--- config.mk ---
export PLATFORM = sky130hd
export DESIGN_NAME = noc_flit_packetizer_flat
export DESIGN_NICKNAME = d
export VERILOG_FILES = /design/src/rtl/noc_flit_packetizer_if.sv /design/src/rtl/noc_flit_packetizer.sv /design/src/flat_wrapper.sv
export SDC_FILE = /design/constraint.sdc
export NUM_CORES = 1
export LEC_CHECK = 0
export CAP_MARGIN = 25
export CORE_MARGIN = 5
export CORE_UTILIZATION = 39
export DETAILED_ROUTE_END_ITERATION = 16
export PLACE_DENSITY = 0.85
export SETUP_SLACK_MARGIN = 0.15
export SYNTH_ARGS = -nofsm -noshare
export SYNTH_HDL_FRONTEND = slang
export SYNTH_SLANG_ARGS = --single-unit
export TNS_END_PERCENT = 1
--- constraint.sdc ---
create_clock -name wclk -period 1.5 [get_ports wclk]
set_input_delay 0.225 -clock wclk [delete_from_list [all_inputs] [get_ports wclk]]
set_output_delay 0.225 -clock wclk [all_outputs]
set_load 0.03 [all_outputs]
--- src/rtl/noc_flit_packetizer_if.sv ---
// Injection-port bundle between the packet source, the packetizer and the write side of the CDC flit FIFO.
interface noc_flit_packetizer_if #(
  parameter int unsigned PAYLOAD_W = 32,
  parameter int unsigned LEN_W     = 4
);
  logic                 pkt_valid;
  logic                 pkt_ready;
  logic [3:0]           pkt_dest;
  logic [LEN_W-1:0]     pkt_len;
  logic                 data_valid;
  logic                 data_ready;
  logic [PAYLOAD_W-1:0] data_in;
  logic                 wfull;
  logic                 wren;
  logic [PAYLOAD_W+1:0] wdata;
  logic                 busy;
  logic [7:0]           seq_id;

  // Environment side: packet source plus FIFO full flag.
  modport master (
    output pkt_valid, pkt_dest, pkt_len, data_valid, data_in, wfull,
    input  pkt_ready, data_ready, wren, wdata, busy, seq_id
  );

  // Packetizer side.
  modport slave (
    input  pkt_valid, pkt_dest, pkt_len, data_valid, data_in, wfull,
    output pkt_ready, data_ready, wren, wdata, busy, seq_id
  );
endinterface

--- src/rtl/noc_flit_packetizer.sv ---
// Write-domain packetizer: turns a (dest, len) request plus payload words into
// HEAD / BODY / TAIL flits on the async FIFO write port, honouring wfull.
module noc_flit_packetizer #(
  parameter int unsigned PAYLOAD_W = 32,
  parameter int unsigned LEN_W     = 4,
  parameter logic [3:0]  SRC_ID    = 4'h0
) (
  input  logic                  wclk,
  input  logic                  wrstn,
  noc_flit_packetizer_if.slave  io_bus
);
  localparam int unsigned FLIT_W = PAYLOAD_W + 2;
  localparam int unsigned HDR_W  = 24;

  localparam logic [1:0] TYPE_BODY     = 2'b00;
  localparam logic [1:0] TYPE_HEAD     = 2'b01;
  localparam logic [1:0] TYPE_TAIL     = 2'b10;
  localparam logic [1:0] TYPE_HEADTAIL = 2'b11;

  if (PAYLOAD_W < HDR_W) begin : g_bad_payload_w
    $error("noc_flit_packetizer: PAYLOAD_W must be >= 24");
  end

  typedef enum logic [1:0] {
    S_IDLE = 2'd0,
    S_HEAD = 2'd1,
    S_BODY = 2'd2
  } state_e;

  state_e               r_state;
  state_e               w_state_nxt;
  logic                 r_flit_vld;
  logic [LEN_W-1:0]     r_remaining;
  logic [7:0]           r_seq_id;
  logic [FLIT_W-1:0]    r_wdata;

  logic                 w_flit_accept;
  logic                 w_pkt_ready;
  logic                 w_data_ready;
  logic                 w_pkt_hs;
  logic                 w_data_hs;
  logic                 w_last_data;
  logic                 w_tail_pending;
  logic [PAYLOAD_W-1:0] w_head_payload;

  assign w_flit_accept  = r_flit_vld && !io_bus.wfull;
  assign w_pkt_hs       = io_bus.pkt_valid && w_pkt_ready;
  assign w_data_hs      = io_bus.data_valid && w_data_ready;
  assign w_last_data    = (r_remaining == LEN_W'(1));
  assign w_tail_pending = (r_wdata[FLIT_W-1:PAYLOAD_W] == TYPE_TAIL);

  // Head payload: dest, source, length, sequence number packed at the top; low bits zero.
  always_comb begin
    w_head_payload = '0;
    w_head_payload[PAYLOAD_W-1 -: HDR_W] = {io_bus.pkt_dest, SRC_ID, 8'(io_bus.pkt_len), r_seq_id};
  end

  // State register.
  always_ff @(posedge wclk or negedge wrstn) begin
    if (!wrstn) begin
      r_state <= S_IDLE;
    end else begin
      r_state <= w_state_nxt;
    end
  end

  // Next-state: leave HEAD/BODY only once the final flit of the packet is taken by the FIFO.
  always_comb begin
    w_state_nxt = r_state;
    case (r_state)
      S_IDLE: if (w_pkt_hs) w_state_nxt = S_HEAD;
      S_HEAD: if (w_flit_accept) w_state_nxt = (r_remaining == '0) ? S_IDLE : S_BODY;
      S_BODY: if (w_flit_accept && w_tail_pending) w_state_nxt = S_IDLE;
      default: w_state_nxt = S_IDLE;
    endcase
  end

  // Handshake outputs: a new payload word is taken only when the holding register is free or draining.
  always_comb begin
    w_pkt_ready  = 1'b0;
    w_data_ready = 1'b0;
    case (r_state)
      S_IDLE: w_pkt_ready  = 1'b1;
      S_HEAD: w_data_ready = (r_remaining != '0) && w_flit_accept;
      S_BODY: w_data_ready = (r_remaining != '0) && (!r_flit_vld || w_flit_accept);
      default: ;
    endcase
  end

  // Flit holding register, remaining-word counter and sequence number.
  always_ff @(posedge wclk or negedge wrstn) begin
    if (!wrstn) begin
      r_wdata     <= '0;
      r_flit_vld  <= 1'b0;
      r_remaining <= '0;
      r_seq_id    <= '0;
    end else if (w_pkt_hs) begin
      r_wdata     <= {(io_bus.pkt_len == '0) ? TYPE_HEADTAIL : TYPE_HEAD, w_head_payload};
      r_flit_vld  <= 1'b1;
      r_remaining <= io_bus.pkt_len;
      r_seq_id    <= r_seq_id + 8'd1;
    end else if (w_data_hs) begin
      r_wdata     <= {w_last_data ? TYPE_TAIL : TYPE_BODY, io_bus.data_in};
      r_flit_vld  <= 1'b1;
      r_remaining <= r_remaining - LEN_W'(1);
    end else if (w_flit_accept) begin
      r_flit_vld  <= 1'b0;
    end
  end

  assign io_bus.wren       = w_flit_accept;
  assign io_bus.wdata      = r_wdata;
  assign io_bus.pkt_ready  = w_pkt_ready;
  assign io_bus.data_ready = w_data_ready;
  assign io_bus.busy       = (r_state != S_IDLE);
  assign io_bus.seq_id     = r_seq_id;

endmodule

--- src/flat_wrapper.sv ---
// flat-port wrapper written by rule: the top's interface ports become plain ports
module noc_flit_packetizer_flat 
#(
  parameter int unsigned PAYLOAD_W = 32,
  parameter int unsigned LEN_W     = 4,
  parameter logic [3:0]  SRC_ID    = 4'h0
)
  (wclk, wrstn, io_bus_pkt_valid, io_bus_pkt_dest, io_bus_pkt_len, io_bus_data_valid, io_bus_data_in, io_bus_wfull, io_bus_pkt_ready, io_bus_data_ready, io_bus_wren, io_bus_wdata, io_bus_busy, io_bus_seq_id);
  noc_flit_packetizer_if #(.PAYLOAD_W(PAYLOAD_W), .LEN_W(LEN_W)) io_bus_i ();
  input  logic wclk;
  input  logic wrstn;
  input wire logic [$bits(io_bus_i.pkt_valid)-1:0] io_bus_pkt_valid;
  input wire logic [$bits(io_bus_i.pkt_dest)-1:0] io_bus_pkt_dest;
  input wire logic [$bits(io_bus_i.pkt_len)-1:0] io_bus_pkt_len;
  input wire logic [$bits(io_bus_i.data_valid)-1:0] io_bus_data_valid;
  input wire logic [$bits(io_bus_i.data_in)-1:0] io_bus_data_in;
  input wire logic [$bits(io_bus_i.wfull)-1:0] io_bus_wfull;
  output wire logic [$bits(io_bus_i.pkt_ready)-1:0] io_bus_pkt_ready;
  output wire logic [$bits(io_bus_i.data_ready)-1:0] io_bus_data_ready;
  output wire logic [$bits(io_bus_i.wren)-1:0] io_bus_wren;
  output wire logic [$bits(io_bus_i.wdata)-1:0] io_bus_wdata;
  output wire logic [$bits(io_bus_i.busy)-1:0] io_bus_busy;
  output wire logic [$bits(io_bus_i.seq_id)-1:0] io_bus_seq_id;
  assign io_bus_i.pkt_valid = io_bus_pkt_valid;
  assign io_bus_i.pkt_dest = io_bus_pkt_dest;
  assign io_bus_i.pkt_len = io_bus_pkt_len;
  assign io_bus_i.data_valid = io_bus_data_valid;
  assign io_bus_i.data_in = io_bus_data_in;
  assign io_bus_i.wfull = io_bus_wfull;
  assign io_bus_pkt_ready = io_bus_i.pkt_ready;
  assign io_bus_data_ready = io_bus_i.data_ready;
  assign io_bus_wren = io_bus_i.wren;
  assign io_bus_wdata = io_bus_i.wdata;
  assign io_bus_busy = io_bus_i.busy;
  assign io_bus_seq_id = io_bus_i.seq_id;
  noc_flit_packetizer #(.PAYLOAD_W(PAYLOAD_W), .LEN_W(LEN_W), .SRC_ID(SRC_ID)) u_core (.wclk(wclk), .wrstn(wrstn), .io_bus(io_bus_i));
endmodule
== Word level (Yosys, flattened, before mapping) ==
Index checks and enable logic that the tools add are counted.

* Output and inout port bits: 46
* Word-level logic and storage cells: 47
* Register bits: 49
* Input bits: 45

* Eq/ne operators: 7
* Multiplexer cells: 16
* Reduce and logical (&&, ||, !) cells: 17
* Add/sub/neg operators: 2

{| class="wikitable"
|+ Operators with widths
! cell !! number
|-
| $mux 34 || 2
|-
| $mux 2 || 6
|-
| $add 8x1->8 const B || 1
|-
| $logic_not 4->1 || 2
|-
| $mux 4 || 2
|-
| $logic_and 1x1->1 || 6
|-
| $ne 2x1->1 const B || 3
|-
| $pmux 2 s3 || 1
|-
| $eq 2x2->1 const B || 2
|-
| $eq 4x1->1 const B || 1
|-
| $mux 1 || 4
|-
| $reduce_bool 2->1 || 2
|-
| $reduce_bool 4->1 || 1
|-
| $sub 4x1->4 const B || 1
|-
| $reduce_and 3->1 || 1
|-
| $reduce_bool 3->1 || 1
|-
| $eq 2x1->1 const B || 1
|-
| $logic_not 1->1 || 2
|-
| $logic_not 2->1 || 1
|-
| $pmux 1 s2 || 1
|-
| $logic_or 1x1->1 || 1
|}

== Longest topological paths before layout ==
* Word-level depth: 8
* Depth in mapped cells: 8
* Mapped depth without buffers: 6

== Least setup slack after synthesis ==
Ideal clock, no wire load.

* Path kind: register to output
* Start point: register u_core.r_remaining[0]
* End point: output port io_bus_data_ready
* Buffers on the path: 0
* Required time: 1.275 ns
* Setup slack: -0.290 ns
* Arrival time: 1.565 ns
* Cell stages (with the launch flop): 5
* Path through: dfrtp_1 -> inv_1 -> ha_1 -> nor3b_2 -> a211oi_1

* Word-level cells in the longest chain between the ends: 3
* Elaborated cells between the ends (all ways): 4
* Those cells by class: mux (1); reduce/logical (3)

{| class="wikitable"
|+ RTL lines
! what !! line !! text
|-
| from (decl) || noc_flit_packetizer.sv:33 || <nowiki>logic [LEN_W-1:0] r_remaining;</nowiki>
|-
| from (signal assigned) || noc_flit_packetizer.sv:100 || <nowiki>r_remaining <= io_bus.pkt_len;</nowiki>
|-
| from (signal assigned) || noc_flit_packetizer.sv:105 || <nowiki>r_remaining <= r_remaining - LEN_W'(1);</nowiki>
|-
| $reduce_bool 4->1 * || noc_flit_packetizer.sv:84, noc_flit_packetizer.sv:85 ||
|-
| $logic_and 1x1->1, on equally long branches || noc_flit_packetizer.sv:85, noc_flit_packetizer.sv:84 ||
|-
| $pmux 1 s2 * || noc_flit_packetizer.sv:82 || <nowiki>case (r_state)</nowiki>
|-
| to (decl) || flat_wrapper.sv:19 || <nowiki>output wire logic [$bits(io_bus_i.data_ready)-1:0] io_bus_data_ready;</nowiki>
|}

Every way passes the cells marked *; elsewhere a longest branch is shown, timed or not.

== Final worst setup path ==
* Start point: register u_core.r_state[1]
* End point: output port io_bus_data_ready

* Word-level cells in the longest chain between the ends: 2
* Elaborated cells between the ends (all ways): 3
* Those cells by class: eq/ne (2); mux (1)

{| class="wikitable"
|+ RTL lines
! what !! line !! text
|-
| from (decl) || noc_flit_packetizer.sv:30 || <nowiki>state_e r_state;</nowiki>
|-
| from (signal assigned) || noc_flit_packetizer.sv:63 || <nowiki>r_state <= w_state_nxt;</nowiki>
|-
| $eq 2x2->1 / $eq 2x1->1 (equally long branches) || noc_flit_packetizer.sv:82 ||
|-
| $pmux 1 s2 * || noc_flit_packetizer.sv:82 ||
|}

Marked as above.

==> impl_metrics.toml <==
[timing]
setup_slack_ns = -0.228
period_needed_ns = 1.73
max_slew.worst_pin.slew_ns = 0.348
fmax_ghz = 0.579
slew_viol_final = 0
fin_crit_sh_pct = 115
fin_worst_skew_ns = 0.00678
rsz0062_at_grt = "true"
hold_viol = 0
slew_headroom_pct = 76.6
finalSetupViolCount = 41

[finish]
n_antenna_cell = 0
drive_gt1_share_pct = 27.3
final_util_pct = 68.7
final_nets = 424
stdcell_area_um2 = 3830
fillCellCount = 461
syn2layout_area_growth_pct = 68.1

[clock_network]
htreeDepth = 2
clock_latency_ns = 0.30
cts.clk_slew.worst_paths_ns = 0.09
cts-root-buf = "clkbuf_8"
cts_tree = "done"
cts-buffers-inserted = 5
cts_buffer_depth = 2
cts_sinks = 49

[global_routing]
grtUsageTotal_pct = 18.0
grt_pass1_wl_um = 10800
grt_max_degree = 38
grt_pass1_vias = 2259
antenna_found_initial = 0
overflow = 0

[synth]
synth_common_cells = "nand2_1, a21oi_1, dfrtp_1, nor2_1"
synth-seq-area-share_pct = 53.8
synth_top_flop_cell = "dfrtp_1"
ys_warn_count = 0
ys_ff_latch = 49
synth_top_cells_by_area = "dfrtp_1, a21oi_1, nand2_1"
synth_most_common_cell = "nand2_1"
netlist.area_leader.share_pct = 53.8
synth_edf_count = 0
synth_area_per_cell_um2 = 9.26
synth_cell_types = 31
async_reset_ff_share_pct = 100
synth_nets = 298
synth_top_area_cell = "dfrtp_1"
synthesis.area_um2 = 2280
syn_inst = 246

[detailed_routing]
drc = 0
firstDrtPassIters = 4
dr_total_vias = 2226
ant_nets = 0
wl_per_cell_um = 16.2
vias_per_cell = 5.00
drt_iter0_drc = 104
routed_wl_um = 7190

[placement]
postPlaceCellArea_um2 = 3450
gp_congestion = 0.818
dp_hpwl_um = 4750
post-place-ws_ns = -0.292
io_buffers = 90

[critical_path]
slowest_delay_ns = 0.39
crit_buf_inv = 3
cp_cell_sequence = "buf_4 -> ha_4 -> nand2b_4 -> buf_6 -> a211oi_2 -> buf_4"
rrSetupSlack_ns = -0.21
arrival_ns = 1.50
worst_path_max_delay_cell = "dfrtp_1"
cp_top_family = "buffers and inverters"
crit_path_start_kind = "flop"
crit_path_frequent_cell = "buf_4"
setup.worst_path.end_class = "output port"
crit_fanout = 3
setup.worst_path.class = "reg2out"
required_ns = 1.27

[pwr]
peakVddDrop_v = 0.000417
power_density_nw_per_um2 = 585
leakagePower_nw = 1.89

[floorplan]
fp.dieH_um = 86.4
start_util_pct = 40.9
coreArea_um2 = 5570
die_w_um = 86.4
ios = 91
rows = 27
design.die.area_um2 = 7470

[run]
maxCapViolCount = 0

[min_path]
timing.hold.worst.class = "in2async"

[status]
outcome = "complete, but fails checks"
violations = "setup timing"
[stage by stage]
| step | hold slack, ns | power [mW] | TNS, ns | instances |
|---|---|---|---|---|
| after floorplan | -0.0706 | 1.35 | -5.95 | 246 |
| after global placement | 0.238 | 1.50 | -7.73 | 424 |
| after detailed placement | 0.241 | 1.50 | -9.96 | 424 |
| after CTS | 0.462 | 2.25 | -5.31 | 437 |
| after global routing | 0.455 | 2.33 | -9.87 | 445 |
| final | 0.461 | 2.24 | -7.06 | 445 |
[cells by family (layout without fill, tap and decap cells)]
group / count (synthesis) / after routing / share of synthesized area (%)
fa+ha+maj: 7 / 7 / 3.85
compound gates: 62 / 62 / 15.3
buf+inv: 21 / 148 / 4.83
mux: 1 / 1 / 0.440
simple gates: 97 / 97 / 18.3
flops: 49 / 49 / 53.8
xor+xnor: 9 / 9 / 3.46
[path summary, 6_finish.rpt]
check                                                     from                             endpoint  cells past startpoint
hold reg to reg            u_core.io_bus.seq_id[7]$_DFFE_PN0P_  u_core.io_bus.seq_id[7]$_DFFE_PN0P_                      1
max in group asynchronous                                wrstn        u_core.r_state[1]$_DFFE_PN0P_                      3
setup / recovery                 u_core.r_state[1]$_DFFE_PN0P_                    io_bus_data_ready                      6
setup reg to reg                 u_core.r_state[1]$_DFFE_PN0P_    u_core.r_remaining[1]$_DFFE_PN0P_                      9
hold / removal                                           wrstn  u_core.io_bus.wdata[11]$_DFFE_PN0P_                      3
min in group wclk                            io_bus_data_in[7]   u_core.io_bus.wdata[7]$_DFFE_PN0P_                      3
[state kept, by name, summed over array words and instances, names as in the netlist]
signal,flops
u_core.r_remaining,4
u_core.r_flit_vld,1
u_core.io_bus.seq_id,8
u_core.r_state,2
u_core.io_bus.wdata,34
[cell usage in the layout (no fill, tap or decap), types with 3 or more instances in the layout]
cell and count:
buf_6 6, ha_1 4, xnor2_1 8, inv_1 3
a21oi_1 29, buf_12 3, clkdlybuf4s50_1 43, nand2_1 57
inv_2 5, ha_4 3, clkbuf_8 5, a21oi_2 21
clkbuf_16 3, nor2_1 17, dfrtp_1 49, nand2_2 3
buf_4 32, clkdlybuf4s15_1 6, a31oi_1 3, clkbuf_2 3
nand3_1 6, dlygate4sd2_1 32
[metal layers]
metal / routed length (um) / global-route usage, %
met5: 0 / 0
met4: 36 / 2.55
met1: 3030 / 22.0
met3: 476 / 5.70
met2: 3650 / 31.8
[area by class of cell]
type                    count  area [um^2]  area share, %
inverters                   8         30.0          0.784
flip-flops and latches     49         1230           32.0
multi-input cells         176         1130           29.5
repair buffers            132         1270           33.2
clock buffers               7         76.3           1.99
well taps                  72         90.1           2.35
clock inverters             1         7.51          0.196
[what timing repair did]
item                                   in CTS  in global routing
gates resized for setup                    63                 43
setup endpoints to repair                  94                 62
cloned                                      0                  4
buffers inserted                            4                  4
hold buffers                                1                  0
endpoints found under the hold margin      49                  0
pin swaps                                  20                 22
[worst reg2reg max path, delay by kind of cell, from the launching register on]
family / cells / cell delay (ns)
simple gates: 2 / 0.12
compound gates: 2 / 0.37
buf+inv: 4 / 0.60
fa+ha+maj: 1 / 0.16
flops: 1 / 0.39
[power breakdown]
group / internal (mW) / switching (mW)
combinational: 0.107 / 0.0546
sequential: 1.32 / 0
clock: 0.331 / 0.429
total: 1.76 / 0.484
No activity file was read; power rests on OpenSTA's default activity.
